`config.mk`:
```
export PLATFORM = sky130hd
export DESIGN_NAME = fifo_param
export DESIGN_NICKNAME = d
export VERILOG_FILES = /design/src/rtl/fifo_param.sv
export SDC_FILE = /design/constraint.sdc
export NUM_CORES = 1
export LEC_CHECK = 0
export BUFFER_PORTS_ARGS = -buffer_cell sky130_fd_sc_hd__buf_2
export CAP_MARGIN = 5
export CORE_AREA = 2 2 182 184
export DETAILED_ROUTE_END_ITERATION = 10
export DIE_AREA = 0 0 184 186
export GPL_TIMING_DRIVEN = 0
export MAX_ROUTING_LAYER = met4
export PLACE_DENSITY = 0.58
export SLEW_MARGIN = 10
export SYNTH_ARGS = -nofsm -noshare
export SYNTH_HDL_FRONTEND = slang
export SYNTH_SLANG_ARGS = --single-unit
```
`constraint.sdc`:
```
create_clock -name clk -period 4.5 [get_ports clk]
set_clock_uncertainty 0.2 [all_clocks]
set_input_delay 0.45 -clock clk [delete_from_list [all_inputs] [get_ports clk]]
set_output_delay 0.45 -clock clk [all_outputs]
set_load 0.02 [all_outputs]
```
`src/rtl/fifo_param.sv`:
```
// +--------------------------------------------------------------------------+
// | fifo_param : parametrised synchronous FIFO, registered or FWFT read port |
// | rev 1.0                                                                  |
// +--------------------------------------------------------------------------+
`default_nettype none

module fifo_param #(
  parameter int FIFO_DATA_WIDTH = 20,
  parameter int DEPTH           = 16,
  parameter int AF_THRESH       = 14,
  parameter int AE_THRESH       = 2,
  parameter int FWFT            = 0,
  localparam int CNT_W          = $clog2(DEPTH) + 1,
  localparam int PTR_W          = $clog2(DEPTH)
) (
  input  logic                       clk,
  input  logic                       rst_n,
  input  logic                       flush,
  input  logic                       clr_err,
  input  logic [FIFO_DATA_WIDTH-1:0] data_in,
  input  logic                       writep,
  input  logic                       readp,
  output logic [FIFO_DATA_WIDTH-1:0] data_out,
  output logic                       fullp,
  output logic                       emptyp,
  output logic                       almost_full,
  output logic                       almost_empty,
  output logic [CNT_W-1:0]           count,
  output logic                       overflow,
  output logic                       underflow
);

  localparam logic [CNT_W-1:0] c_full   = CNT_W'(DEPTH);
  localparam logic [CNT_W-1:0] c_af_lvl = CNT_W'(AF_THRESH);
  localparam logic [CNT_W-1:0] c_ae_lvl = CNT_W'(AE_THRESH);

  logic [FIFO_DATA_WIDTH-1:0] mem_q [DEPTH];
  logic [PTR_W-1:0]           wr_ptr_q, wr_ptr_d;
  logic [PTR_W-1:0]           rd_ptr_q, rd_ptr_d;
  logic [CNT_W-1:0]           count_q, count_d;
  logic                       overflow_q, overflow_d;
  logic                       underflow_q, underflow_d;
  logic                       wr_ok, rd_ok;

  assign count        = count_q;
  assign fullp        = (count_q == c_full);
  assign emptyp       = (count_q == '0);
  assign almost_full  = (count_q >= c_af_lvl);
  assign almost_empty = (count_q <= c_ae_lvl);
  assign overflow     = overflow_q;
  assign underflow    = underflow_q;

  always_comb begin
    // flush suppresses every accept and every new error event
    rd_ok       = ~flush & readp & ~emptyp;
    wr_ok       = ~flush & writep & (~fullp | rd_ok);
    wr_ptr_d    = wr_ptr_q;
    rd_ptr_d    = rd_ptr_q;
    count_d     = count_q;
    overflow_d  = overflow_q & ~clr_err;
    underflow_d = underflow_q & ~clr_err;
    if (flush) begin
      wr_ptr_d = '0;
      rd_ptr_d = '0;
      count_d  = '0;
    end else begin
      if (wr_ok) wr_ptr_d = wr_ptr_q + 1'b1;
      if (rd_ok) rd_ptr_d = rd_ptr_q + 1'b1;
      case ({wr_ok, rd_ok})
        2'b10:   count_d = count_q + 1'b1;
        2'b01:   count_d = count_q - 1'b1;
        default: count_d = count_q;
      endcase
      if (writep & fullp & ~rd_ok) overflow_d  = 1'b1;
      if (readp & emptyp)          underflow_d = 1'b1;
    end
  end

  always_ff @(posedge clk or negedge rst_n) begin
    if (!rst_n) begin
      wr_ptr_q    <= '0;
      rd_ptr_q    <= '0;
      count_q     <= '0;
      overflow_q  <= 1'b0;
      underflow_q <= 1'b0;
    end else begin
      wr_ptr_q    <= wr_ptr_d;
      rd_ptr_q    <= rd_ptr_d;
      count_q     <= count_d;
      overflow_q  <= overflow_d;
      underflow_q <= underflow_d;
    end
  end

  // storage is deliberately not reset
  always_ff @(posedge clk) begin
    if (wr_ok) mem_q[wr_ptr_q] <= data_in;
  end

  generate
    if (FWFT != 0) begin : g_fwft_out
      assign data_out = mem_q[rd_ptr_q];
    end else begin : g_reg_out
      logic [FIFO_DATA_WIDTH-1:0] dout_q, dout_d;

      always_comb begin
        dout_d = dout_q;
        if (flush)      dout_d = '0;
        else if (rd_ok) dout_d = mem_q[rd_ptr_q];
      end

      always_ff @(posedge clk or negedge rst_n) begin
        if (!rst_n) dout_q <= '0;
        else        dout_q <= dout_d;
      end

      assign data_out = dout_q;
    end
  endgenerate

endmodule

`default_nettype wire

```
==> results.txt, run 1 <==
Die area = 34,220 µm²
Post-DRT Antenna Nets = 0
Commonest cells in the netlist = edfxtp_1 (320), a211oi_1 (60), nor2_1 (56), mux2i_1 (43), nor2b_1 (39)
Total number of vias = 7,632
Synth top area share = 0.6727
Syn Area/Cell = 17.44 µm²
Worst Setup End Kind = flip-flop
Seq/Total Area, Yosys = 0.7340
Total power = 7.910 mW
Clk Latency, worst-skew pair = 520 ps
CTS Buf Count = 37
Final setup violation count = 0
Drc violations = 0
Async SR Flop Fraction = 0.09859
Cells after DPL = 1,299
RSZ-0062 raised after global routing = no
Util after Layout = 0.5095
GR Overflow Total = 0
Post-route setup slack = 1474 ps
Yosys Warn Count = 0
Longest Clk Path Bufs = 3
Crit path required time = 4740 ps
Max-slew violations = 0
Mapped Area = 14,280 µm²
Fmax = 330.4 MHz
Die Y = 186 µm
Io pins = 57
CTS tree = done
Main synth FF type = edfxtp_1
Core area = 32,210 µm²
Initial Util = 0.4436
Hold Path Class = in2reg
Max-cap violations = 0
P per Cell Area = 482.1 nW/µm²
Count leader, synth = edfxtp_1
Area grow syn2layout = 14.86%
Clk root buf = clkbuf_16
CP max FO = 10
Worst slack, placed = 1286 ps
Synth Register Bits = 355
Vias/cell = 5.579
Max_slew headroom = 0.06687
Multi-input logic area = 3463 µm²
Share of cells above drive strength 1 = 0.2031
DRT Wirelength = 32,420 µm
Total GRT Usage = 0.2015
CP arrival = 3260 ps
PortBufs = 56
Avg WL per Cell = 23.70 µm
Initial antenna violation count = 0
Die Wd = 184 µm
Global-route wire length before repair = 48,680 µm
Fillcell total = 2,630
Syn nets = 854
Max IR drop VDD = 0.0002362 V
Worst-margin pin slew = 1364 ps
Synth area leader = edfxtp_1
HPWL Detailed = 20,990 µm
Layout Nets = 967
Routability cong. = 0.7570
EDFF count, synth = 320
Cell variety after synth = 49
Clock Pin Slew Worst Setup and Hold Paths = 60 ps
Status = finished clean
Hold Fails Final Rpt = 0
WS Path Type = reg2reg
N_diodes = 0
Syn Inst Count = 819
Number of global-route vias before repair = 7,741
Crit start category = flip-flop
CTS Sinks = 355
Synth area leaders = edfxtp_1 (67%), dfrtp_1 (6.1%), mux4_2 (5.0%)
FP Rows = 66
Fin cells = 1,368
Post-CTS setup buffers = 0
Min cycle time layout = 3026 ps
Largest net degree at the start of global routing = 36
PostCTS Resize Cnt = 0
CTS H-tree depth = 2
Register area = 10,490 µm²
First DRT Iteration DRCs = 462
Drt pass-1 iters = 5
Static leakage = 5.500 nW
Period utilisation layout = 0.6725
-- state kept, by name, summed over array words and instances (netlist names) --
register and count:
mem_q 320, rd_ptr_q 4, data_out 20, wr_ptr_q 4, underflow 1, overflow 1
count 5
-- final cells by class --
class | count | share of cell area
flip-flops and latches | 355 | 0.6390
multi-input cells | 400 | 0.2111
clock buffers | 54 | 0.06291
well taps | 408 | 0.03111
repair buffers | 74 | 0.02905
plain buffers | 51 | 0.02005
clock inverters | 13 | 0.003813
inverters | 13 | 0.002974
-- cells in the final DEF (no fill, tap or decap), types with 32 or more instances in the layout --
cell,n
a211oi_1,60
buf_2,69
clkbuf_1,40
clkbuf_16,39
dfrtp_1,35
edfxtp_1,320
mux2i_1,43
mux4_2,32
nor2_1,52
nor2b_1,39
-- metrics by stage --
stage | cell area (µm²) | hold WS, ps | TNS [ps]
6_report | 16410 | 91.47 | 0
4_1_cts | 16410 | 73.56 | 0
3_3_place_gp | 15080 | 270.8 | -99690
5_1_grt | 16410 | 116.5 | 0
3_5_place_dp | 15290 | 271.3 | 0
2_1_floorplan | 14290 | -45.59 | 0
-- per-layer routing --
layer  part of all wire  global-route usage
met1               0.48              0.2913
met2               0.46              0.3055
met3              0.042             0.02485
met4              0.019             0.05344
met5                  0                   -
-- cell families (layout without fill, tap and decap cells) --
family / Yosys count / after routing / share of synthesized area
buffers and inverters: 64 / 205 / 0.02645
AO/OA/AOI/OAI: 136 / 136 / 0.06631
flip-flops: 355 / 355 / 0.7340
XOR/XNOR: 8 / 8 / 0.004904
multiplexers: 84 / 84 / 0.09626
adder cells (fa/ha/maj): 9 / 9 / 0.008409
AND/OR/NAND/NOR: 163 / 163 / 0.06368
-- worst paths after layout --
check / endpoint / depth (start not counted) / startpoint / slack, ps
min in group asynchronous: count[1] / 2 / rst_n / 420
setup / recovery: data_out[9] / 8 / rd_ptr_q[0] / 1470
hold / removal: underflow / 3 / readp / 90
max in group asynchronous: data_out[16] / 2 / rst_n / 3090
hold reg to reg: underflow / 1 / underflow / 290
setup reg to reg: data_out[9] / 8 / rd_ptr_q[0] / 1470
-- timing repair --
item	in CTS	in global routing
hold endpoints to repair	36	0
setup endpoints to repair	0	0
hold buffers	2	0
-- worst max-delay path, cell delays in order (launching register included) --
cell and delay [ps]:
dfrtp_1 380, buf_6 220, buf_6 230, buf_6 190, buf_2 260, a211oi_1 100, a2111oi_0 1080, a21oi_1 100
o21ai_1 170
-- report_power, final --
group | internal, mW | switching [mW]
logic | 0.568 | 0.831
registers | 3.68 | 0.0445
clock network | 1.59 | 1.20
total | 5.84 | 2.07
(Power assumes the default switching activity.)
==> run 2, diff against run 1 <==
ABC_AREA = 1   (was not set)
CORE_AREA = 2 2 184 186   (was 2 2 182 184)
DIE_AREA = 0 0 186 188   (was 0 0 184 186)
PLACE_DENSITY = 0.61   (was 0.58)
clock period = 2.7 ns   (was 4.5 ns; I/O delays follow)
==> results.txt, run 2 <==
Status = finished clean (unchanged)
Biggest register = mem_q (unchanged)
Initial antenna violation count = 1 (was 0)
Clock power frac = 0.346 (was 0.353)
Final hold slack = 23.07 ps (was 91.47 ps)
Seq/Total Area, Yosys = 0.7120 (was 0.7340)
Register-to-register setup slack = 110 ps (was 1470 ps)
Syn Area/Cell = 11.28 µm² (was 17.44 µm²)
Crit path cell chain = dlygate4sd3_1 > buf_2 > nor2_1 > inv_2 > a21oi_4 > nand2_1 > nor2_2 > buf_8 (was buf_6 > buf_6 > buf_6 > buf_2 > a211oi_1 > a2111oi_0 > a21oi_1 > o21ai_1)
Area grow syn2layout = 17.52% (was 14.86%)
HPWL Detailed = 25,570 µm (was 20,990 µm)
Commonest cells in the netlist = nand2_1 (449), edfxtp_1 (320), nand3_1 (145), nor2_1 (100), inv_1 (74) (was edfxtp_1 (320), a211oi_1 (60), nor2_1 (56), mux2i_1 (43), nor2b_1 (39))
Die area = 34,970 µm² (was 34,220 µm²)
Max-slew violations = 0 (unchanged)
Avg WL per Cell = 19.50 µm (was 23.70 µm)
P per Cell Area = 866.1 nW/µm² (was 482.1 nW/µm²)
Worst Hold End = mem_q[0][7] (was underflow)
Hold path depth = 1 (was 3)
Cell variety after synth = 32 (was 49)
Synth top area share = 0.6526 (was 0.6727)
Async SR Flop Fraction = 0.09859 (unchanged)
CP max FO = 11 (was 10)
N_diodes = 0 (unchanged)
Critical path's largest stage delay = 670 ps (was 1080 ps)
Worst slack, placed = 14.25 ps (was 1286 ps)
CTS Buf Count = 37 (unchanged)
Pint = 10.39 mW (was 5.837 mW)
Crit path required time = 2720 ps (was 4740 ps)
Number of flip-flops in the largest register = 320 (unchanged)
Io pins = 57 (unchanged)
Main synth FF type = edfxtp_1 (unchanged)
Logic pwr share = 0.236 (was 0.177)
Clock Pin Slew Worst Setup and Hold Paths = 60 ps (about the same)
Drt pass-1 iters = 5 (unchanged)
Synth Register Bits = 355 (unchanged)
R2R Path Start = count[1] (was rd_ptr_q[0])
Hold Fails Final Rpt = 0 (unchanged)
Total number of vias = 9,840 (was 7,632)
DRT Wirelength = 37,280 µm (was 32,420 µm)
Initial Util = 0.4447 (was 0.4436)
CTS H-tree depth = 2 (unchanged)
Yosys Warn Count = 0 (unchanged)
R2R cell count = 7 (was 8)
Period utilisation layout = 0.9958
Share of cells above drive strength 1 = 0.1380 (was 0.2031)
Max_slew headroom = 0.3445 (was 0.06687)
CP arrival = 2710 ps (was 3260 ps)
Worst Setup End Kind = flip-flop (unchanged)
Syn Inst Count = 1,306 (was 819)
Longest Clk Path Bufs = 3 (unchanged)
Synth area leaders = edfxtp_1 (65%), nand2_1 (11%), dfrtp_1 (5.9%) (was edfxtp_1 (67%), dfrtp_1 (6.1%), mux4_2 (5.0%))
Routability cong. = 0.8206 (was 0.7570)
Max-cap violations = 0 (unchanged)
Min cycle time layout = 2689 ps
FP Rows = 67 (was 66)
RSZ-0062 raised after global routing = yes (was no)
Total GRT Usage = 0.2263 (was 0.2015)
First DRT Iteration DRCs = 728 (was 462)
Clk root buf = clkbuf_16 (unchanged)
Die Y = 188 µm (was 186 µm)
Worst hold start = data_in[7] (was readp)
Count leader, synth = nand2_1 (was edfxtp_1)
Syn nets = 1,341 (was 854)
Sw Share = 0.3065 (was 0.2620)
Most frequent cells in the layout = nand2_1 (449), edfxtp_1 (320), nand3_1 (145), nor2_1 (84), buf_2 (83) (was edfxtp_1 (320), buf_2 (69), a211oi_1 (60), nor2_1 (52), mux2i_1 (43))
EDFF count, synth = 320 (unchanged)
CTS tree = done (unchanged)
Post-CTS setup buffers = 0 (unchanged)
Global-route wire length before repair = 56,700 µm (was 48,680 µm)
Mapped Area = 14,730 µm² (was 14,280 µm²)
Worst-margin pin slew = 983.2 ps (was 1364 ps)
WS Path Type = in2reg (was reg2reg)
Post-route setup slack = 11.28 ps (was 1474 ps)
Critical Path Slowest Stage Cell = nor2_2 (was a2111oi_0)
CTS Sinks = 355 (unchanged)
Drc violations = 0 (unchanged)
P_sw = 4.594 mW (was 2.073 mW)
Vias/cell = 5.146 (was 5.579)
Layout Nets = 1,471 (was 967)
Final setup violation count = 0 (unchanged)
Synth area leader = edfxtp_1 (unchanged)
Core area = 33,110 µm² (was 32,210 µm²)
Fmax = 371.9 MHz
Post-DRT Antenna Nets = 0 (unchanged)
Clk Latency, worst-skew pair = 520 ps (about the same)
Hold Path Class = in2reg (unchanged)
Max IR drop VDD = 0.0003816 V (was 0.0002362 V)
Crit start category = primary input (was flip-flop)
Die Wd = 186 µm (was 184 µm)
Number of global-route vias before repair = 9,703 (was 7,741)
R2r endpoint = mem_q[9][19] (was data_out[9])
Flop pwr share = 0.419 (was 0.470)
GR Overflow Total = 0 (unchanged)
Largest net degree at the start of global routing = 36 (unchanged)
PortBufs = 56 (unchanged)
Static leakage = 6.871 nW (was 5.500 nW)
Most common cell after layout, fill and taps aside = nand2_1 (was edfxtp_1)
-- run 2: cell type report --
class | count | area [µm²]
Sequential cell | 355 | 10490
Timing Repair Buffer | 91 | 703.2
Fill cell | 2872 | 15810
Buffer | 64 | 406.6
Tap cell | 448 | 560.5
Multi-Input combinational cell | 805 | 3603
Clock buffer | 49 | 1054
Clock inverter | 18 | 182.7
Inverter | 82 | 310.3
-- run 2: what timing repair did --
action	in CTS	in global routing
endpoints found under the setup margin	0	46
gates resized for setup	0	4
hold buffers	23	0
endpoints found under the hold margin	345	0
-- run 2: power by group through the flow --
stage               clock network (mW)  registers (mW)  logic, mW
global placement                     0            6.38       3.46
finish                            5.18            6.28       3.53
CTS                               5.22            6.28       3.55
floorplan                            0            6.52       2.19
global route                      5.42            6.29       3.93
detailed placement                   0            6.39       3.51
-- run 2: how the worst max path moves through the flow --
stage,startpoint,to,slack [ps],cells past startpoint
2_1_floorplan,count[1],mem_q[11][0],140,6
3_3_place_gp,flush,mem_q[3][4],-830,6
3_5_place_dp,flush,mem_q[9][2],10,7
4_1_cts,flush,mem_q[9][2],10,8
5_1_grt,flush,mem_q[9][2],-80,8
6_report,flush,mem_q[9][19],10,8
-- run 2: through the flow --
step / utilization / power, mW / instance area, µm² / cells / setup TNS [ps]
2_1_floorplan: - / 8.702 / 14730 / 1306 / 0
3_3_place_gp: 0.4701 / 9.845 / 15570 / 1810 / -234680
3_5_place_dp: 0.4777 / 9.895 / 15820 / 1822 / 0
4_1_cts: 0.5220 / 15.04 / 17290 / 1912 / 0
5_1_grt: 0.5226 / 15.64 / 17310 / 1912 / -1516
6_report: 0.5226 / 14.99 / 17310 / 1912 / 0
-- run 2: per-layer routing --
metal	part of all wire	GRT usage	vias up
met3	0.063	0.03282	64
met2	0.47	0.3494	309
met5	0	-	-
li1	-	-	4680
met1	0.44	0.3132	4787
met4	0.027	0.06632	0
-- run 2: logic make-up after synthesis --
| kind of cell | count (synthesis) | synth area share |
|---|---|---|
| xor gates and xnor gates | 3 | 0.001785 |
| and+or+nand+nor | 707 | 0.1954 |
| adders and majority gates | 9 | 0.008157 |
| buffers and inverters | 146 | 0.04869 |
| AOI/OAI and AO/OA | 86 | 0.03390 |
| DFF | 355 | 0.7120 |
-- run 2: worst max-delay path, delay by kind of cell --
| family | cells | cell delay, ps |
|---|---|---|
| buf+inv | 4 | 1030 |
| simple gates | 3 | 1200 |
| compound gates | 1 | 200 |
